**src/rtl/vending_pkg.sv**
```systemverilog
// Shared vending definitions: controller state encoding and coin values,
// imported by both the change dispenser and the vending machine controller.
package vending_pkg;

  typedef enum logic [2:0] {
    IDLE,
    SELECT,
    PULSE,
    GAP,
    DONE,
    ERROR
  } state_t;

  localparam logic [3:0] COIN_1 = 4'd1;
  localparam logic [3:0] COIN_2 = 4'd2;

endpackage

```
**src/rtl/pulse_timer.sv**
```systemverilog
// Loadable down-counter; expired is high while the count sits at zero.
// Loading N-1 therefore yields an expire flag on the Nth cycle after the load.
module pulse_timer #(
  parameter int unsigned WIDTH = 2
) (
  input  logic             clk,
  input  logic             reset,
  input  logic             load,
  input  logic [WIDTH-1:0] value,
  output logic             expired
);

  logic [WIDTH-1:0] count;

  always_ff @(posedge clk) begin
    if (!reset) begin
      count <= '0;
    end else if (load) begin
      count <= value;
    end else if (count != '0) begin
      count <= count - 1'b1;
    end
  end

  assign expired = (count == '0);

endmodule

```
**src/rtl/change_dispenser.sv**
```systemverilog
// Pays out change using 2-unit coins first, falling back to 1-unit coins,
// with fixed-width eject pulses separated by idle gaps.
module change_dispenser
  import vending_pkg::*;
#(
  parameter int unsigned PULSE_CYCLES = 4,
  parameter int unsigned GAP_CYCLES   = 2
) (
  input  logic       clk,
  input  logic       reset,
  input  logic       start,
  input  logic [3:0] amount,
  input  logic       empty_1,
  input  logic       empty_2,
  output logic       eject_1,
  output logic       eject_2,
  output logic       busy,
  output logic       done,
  output logic       error,
  output logic [3:0] remaining
);

  localparam int unsigned TMAX = (PULSE_CYCLES > GAP_CYCLES) ? PULSE_CYCLES : GAP_CYCLES;
  localparam int unsigned TW   = (TMAX > 1) ? $clog2(TMAX) : 1;

  state_t          state, state_next;
  logic [3:0]      rem_next;
  logic            coin_two, coin_two_next;
  logic            error_next;
  logic            timer_load;
  logic [TW-1:0]   timer_value;
  logic            timer_expired;
  logic [3:0]      coin_value;

  pulse_timer #(
    .WIDTH(TW)
  ) u_timer (
    .clk    (clk),
    .reset  (reset),
    .load   (timer_load),
    .value  (timer_value),
    .expired(timer_expired)
  );

  always_ff @(posedge clk) begin
    if (!reset) begin
      state     <= IDLE;
      remaining <= '0;
      coin_two  <= 1'b0;
      error     <= 1'b0;
    end else begin
      state     <= state_next;
      remaining <= rem_next;
      coin_two  <= coin_two_next;
      error     <= error_next;
    end
  end

  assign coin_value = coin_two ? COIN_2 : COIN_1;

  // Hopper flags are only looked at in SELECT, so a hopper emptying mid-coin
  // never cuts the current pulse short.
  always_comb begin
    state_next    = state;
    rem_next      = remaining;
    coin_two_next = coin_two;
    error_next    = error;
    timer_load    = 1'b0;
    timer_value   = '0;
    case (state)
      IDLE: begin
        if (start) begin
          rem_next   = amount;
          error_next = 1'b0;
          state_next = SELECT;
        end
      end
      SELECT: begin
        if (remaining == '0) begin
          state_next = DONE;
        end else if (remaining >= COIN_2 && !empty_2) begin
          coin_two_next = 1'b1;
          timer_load    = 1'b1;
          timer_value   = TW'(PULSE_CYCLES - 1);
          state_next    = PULSE;
        end else if (!empty_1) begin
          coin_two_next = 1'b0;
          timer_load    = 1'b1;
          timer_value   = TW'(PULSE_CYCLES - 1);
          state_next    = PULSE;
        end else begin
          error_next = 1'b1;
          state_next = ERROR;
        end
      end
      PULSE: begin
        if (timer_expired) begin
          rem_next    = remaining - coin_value;
          timer_load  = 1'b1;
          timer_value = TW'(GAP_CYCLES - 1);
          state_next  = GAP;
        end
      end
      GAP: begin
        if (timer_expired) begin
          state_next = SELECT;
        end
      end
      DONE:    state_next = IDLE;
      ERROR:   state_next = IDLE;
      default: state_next = IDLE;
    endcase
  end

  assign eject_2 = (state == PULSE) &&  coin_two;
  assign eject_1 = (state == PULSE) && !coin_two;
  assign busy    = (state != IDLE);
  assign done    = (state == DONE);

endmodule
```
**config.mk**
```make
export PLATFORM = sky130hd
export DESIGN_NAME = change_dispenser
export DESIGN_NICKNAME = d
export VERILOG_FILES = /design/src/rtl/vending_pkg.sv /design/src/rtl/pulse_timer.sv /design/src/rtl/change_dispenser.sv
export SDC_FILE = /design/constraint.sdc
export NUM_CORES = 1
export LEC_CHECK = 0
export BUFFER_PORTS_ARGS = -buffer_cell sky130_fd_sc_hd__buf_2
export CAP_MARGIN = 15
export CORE_AREA = 5 5 47 49
export DETAILED_ROUTE_END_ITERATION = 8
export DIE_AREA = 0 0 52 54
export PLACE_DENSITY = 0.62
export SKIP_CTS_REPAIR_TIMING = 1
export SLEW_MARGIN = 20
export SYNTH_ARGS = -nofsm -noshare
export SYNTH_HDL_FRONTEND = slang
export SYNTH_SLANG_ARGS = --single-unit
```
**constraint.sdc**
```tcl
create_clock -name clk -period 2.2 [get_ports clk]
set_input_delay 0.11 -clock clk [delete_from_list [all_inputs] [get_ports clk]]
set_output_delay 0.11 -clock clk [all_outputs]
set_load 0.05 [all_outputs]
```
==> results.md <==
| Result | Value |
|:---|:---|
| Run status | complete, no violations |
| Part of the power in combinational logic | 48.4% |
| PnR worst setup slack | 439 ps |
| Routing usage on met1 | 16.6% |
| Portion of total power attributed to sequential cells | 34.4% |
| Drt via density | 5.08 |
| Initial standard-cell utilization of the core | 38.4% |
| FF-to-FF End | remaining[2] |
| Floorplan Core Area | 0.00182 mm2 |
| Remaining global-route overflow | 0 |
| Worst setup EP type | primary output |
| Setup repair after global routing missed its margin | no |
| P&R area growth vs syn | 14.0% |
| Clock Sinks | 11 |
| Grt peak-use layer | met2 |
| Relative slew slack | 78.2% |
| Via count of the first global-routing pass | 632 |
| Asr flop ratio synth | 0% |
| Finished Core Util | 43.8% |
| Commonest cells post-synth | sky130_fd_sc_hd__nor2_1 (12), sky130_fd_sc_hd__dfxtp_1 (11), sky130_fd_sc_hd__inv_1 (8), sky130_fd_sc_hd__a21oi_1 (7) |
| Power dissipated by switching net loads | 376 uW |
| Slew at the pin closest to its max-slew limit | 327 ps |
| Global-route met3 utilization | 2.49% |
| Mapped Area | 699 um2 |
| Antenna violations before repair | 0 |
| Required time worst endpoint | 2090 ps |
| WL final | 1550 um |
| Routability cong. | 0.794 |
| Critical-path cell list | or3b_4 > nor2_1 > buf_2 |
| Critical path startpoint category | flop |
| Clock root cell | sky130_fd_sc_hd__clkbuf_4 |
| Number of iterations in the first detailed-routing pass | 4 |
| Number of ports placed on the die boundary | 18 |
| Tcrit/Tclk final | 80.1% |
| Largest driver fanout on the critical path | 12 |
| Family with the most delay on the worst path | simple AND/OR/NAND/NOR gates |
| Antenna violation net count after detailed routing | 0 |
| Register-to-Register Path Depth | 6 |
| Drc violations | 0 |
| Combined global-route utilization of all metal layers | 13.6% |
| Most area-hungry cell type in the Yosys netlist | sky130_fd_sc_hd__dfxtp_1 |
| H-Tree Level Count | 1 |
| Areal power density over the cells | 1050 mW/mm2 |
| Worst setup slack for register-to-register paths | 580 ps |
| Number of standard cells after synthesis | 81 |
| Final setup vio count | 0 |
| Post-synthesis sequential area ratio | 31.5% |
| Type of the worst setup path | reg -> out |
| Total Negative Setup Slacks | 0 ps |
| Die extent in y | 54 um |
| Most instantiated library cell after synthesis | sky130_fd_sc_hd__nor2_1 |
| Final critical delay including setup and external delays | 1760 ps |
| Launching point of the worst reg2reg path | coin_two |
| Total buffers and inverters traversed by the critical path | 1 |
| Clock tree from TritonCTS | built |
| Count of input and output buffers | 17 |
| Starting DRT DRC Count | 15 |
| Pin count of the biggest net entering global routing | 13 |
| Pre-CTS WS | 591 ps |
| Full die area | 0.00281 mm2 |
| CTS Buf Count | 3 |
| Insertion delay to the later sink of the worst-skew pair | 270 ps |
| Prevailing post-synth register cell | sky130_fd_sc_hd__dfxtp_1 |
| Type of the worst min-delay path | in -> reg |
| Synthesized area per cell | 8.63 um2 |
| Post-Synthesis Net Count | 94 |
| Maximum clock insertion buffer count | 2 |
| Chip width | 52 um |
| Data arrival time of the worst path | 1650 ps |
| Yosys reg bits | 11 |
| Slowest stage cell, crit path | sky130_fd_sc_hd__or3b_4 |
| Maximum vdd ir drop | 0.475 mV |
| Internal power | 458 uW |
| Max frequency | 568 MHz |
| Depth of the worst hold-timing path | 2 |
| Area share of the largest cell type after synthesis | 31.5% |
| Number of maximum-capacitance constraint violations | 0 |
| Hold Vio Cnt, Final | 0 |
| Worst-case clock skew | 1.19 ps |
| Switching portion of total power | 45.1% |
| Startpoint of the lowest-slack hold path | empty_2 |
| Net count of the finished layout | 112 |
| Number of enable-type register cells in the synthesized netlist | 0 |
| Wire length of the first global-routing pass | 2800 um |
| Hold worst-path end | coin_two |
| Number of rows created at floorplan | 16 |
| Slew Viols, Final | 0 |
| Top cells by area, synth | sky130_fd_sc_hd__dfxtp_1 (31%), sky130_fd_sc_hd__nor2_1 (6.4%), sky130_fd_sc_hd__ha_1 (5.4%) |
| Number of warnings issued by yosys | 0 |
| Via Count | 635 |
| Share of cells above drive strength 1 | 28.6% |
| Largest incremental delay on the critical path | 510 ps |
| Met2 global-route usage | 22.4% |
| Library cells used by synthesis | 31 |
| Hpwl dp | 1200 um |
| Number of inserted diodes | 0 |
| Leakage power total | 0.000355 uW |
| Routed len/inst | 12.4 um |
| Part of the power in the clock network | 17.2% |
| Clock transition at the registers of the reported paths | 80 ps |
==> registers in the layout, indices dropped and copies added (netlist names) <==
register and cells:
u_timer.count 2, coin_two 1, remaining 4, error 1
state 3
==> routing by layer <==
layer,wire (um),up-vias
li1,-,321
met1,689,300
met2,796,12
met3,53,2
met4,10,0
met5,0,-
==> through the flow <==
stage / total power, uW / instances / cell area [um2] / hold slack, ps
5_1_grt: 909 / 125 / 797 / 52.2
3_5_place_dp: 697 / 121 / 771 / 336
6_report: 834 / 125 / 797 / 53.9
3_3_place_gp: 686 / 121 / 771 / 337
2_1_floorplan: 636 / 81 / 699 / 213
4_1_cts: 845 / 125 / 797 / 40.0
==> how the worst max path moves through the flow <==
| stage | cells after the start | slack, ps | to | from |
|---|---|---|---|---|
| 6_report | 3 | 440 | eject_1 | state[1] |
| 3_5_place_dp | 6 | 590 | remaining[2] | coin_two |
| 3_3_place_gp | 6 | 630 | remaining[2] | coin_two |
| 5_1_grt | 3 | 330 | eject_1 | state[1] |
| 2_1_floorplan | 6 | 350 | remaining[2] | remaining[0] |
| 4_1_cts | 3 | 440 | eject_1 | state[1] |
==> area by class of cell <==
type	count	area [um2]
Multi-Input combinational cell	58	402
Clock buffer	4	26.3
Fill cell	190	1020
Timing Repair Buffer	17	85.1
Inverter	8	30.0
Sequential cell	11	220
Tap cell	27	33.8
==> cells in the final DEF (no fill, tap or decap), types with 2 or more instances in the layout <==
master                     synthesis  layout
sky130_fd_sc_hd__inv_1             8       8
sky130_fd_sc_hd__o21ai_0           4       4
sky130_fd_sc_hd__buf_2             0      17
sky130_fd_sc_hd__nand2_1           4       4
sky130_fd_sc_hd__o21a_1            2       2
sky130_fd_sc_hd__clkbuf_4          0       3
sky130_fd_sc_hd__nor2_1           12      12
sky130_fd_sc_hd__nand3_1           3       3
sky130_fd_sc_hd__dfxtp_1          11      11
sky130_fd_sc_hd__a31oi_1           2       2
sky130_fd_sc_hd__nand2b_1          2       2
sky130_fd_sc_hd__a21oi_1           7       7
sky130_fd_sc_hd__ha_1              3       3
sky130_fd_sc_hd__a211oi_1          2       2
==> cell families after synthesis <==
group | synth area share (%)
fa+ha+maj | 8.23
flops | 31.5
mux | 2.15
buf+inv | 11.1
compound gates | 25.0
simple gates | 22.0
==> power by group through the flow <==
stage / clock (uW) / combinational [uW] / sequential (uW)
floorplan: 0 / 308 / 328
global placement: 0 / 396 / 291
detailed placement: 0 / 405 / 291
CTS: 152 / 406 / 287
global route: 159 / 454 / 296
finish: 144 / 403 / 287
==> worst reg2reg max path, cell delays in order (launching register included) <==
cell and delay, ps:
sky130_fd_sc_hd__dfxtp_1 380, sky130_fd_sc_hd__inv_1 110, sky130_fd_sc_hd__ha_1 220, sky130_fd_sc_hd__fa_1 400, sky130_fd_sc_hd__nor3b_2 170, sky130_fd_sc_hd__a21oi_1 150
sky130_fd_sc_hd__o32ai_2 90
(Power assumes the default switching activity.)
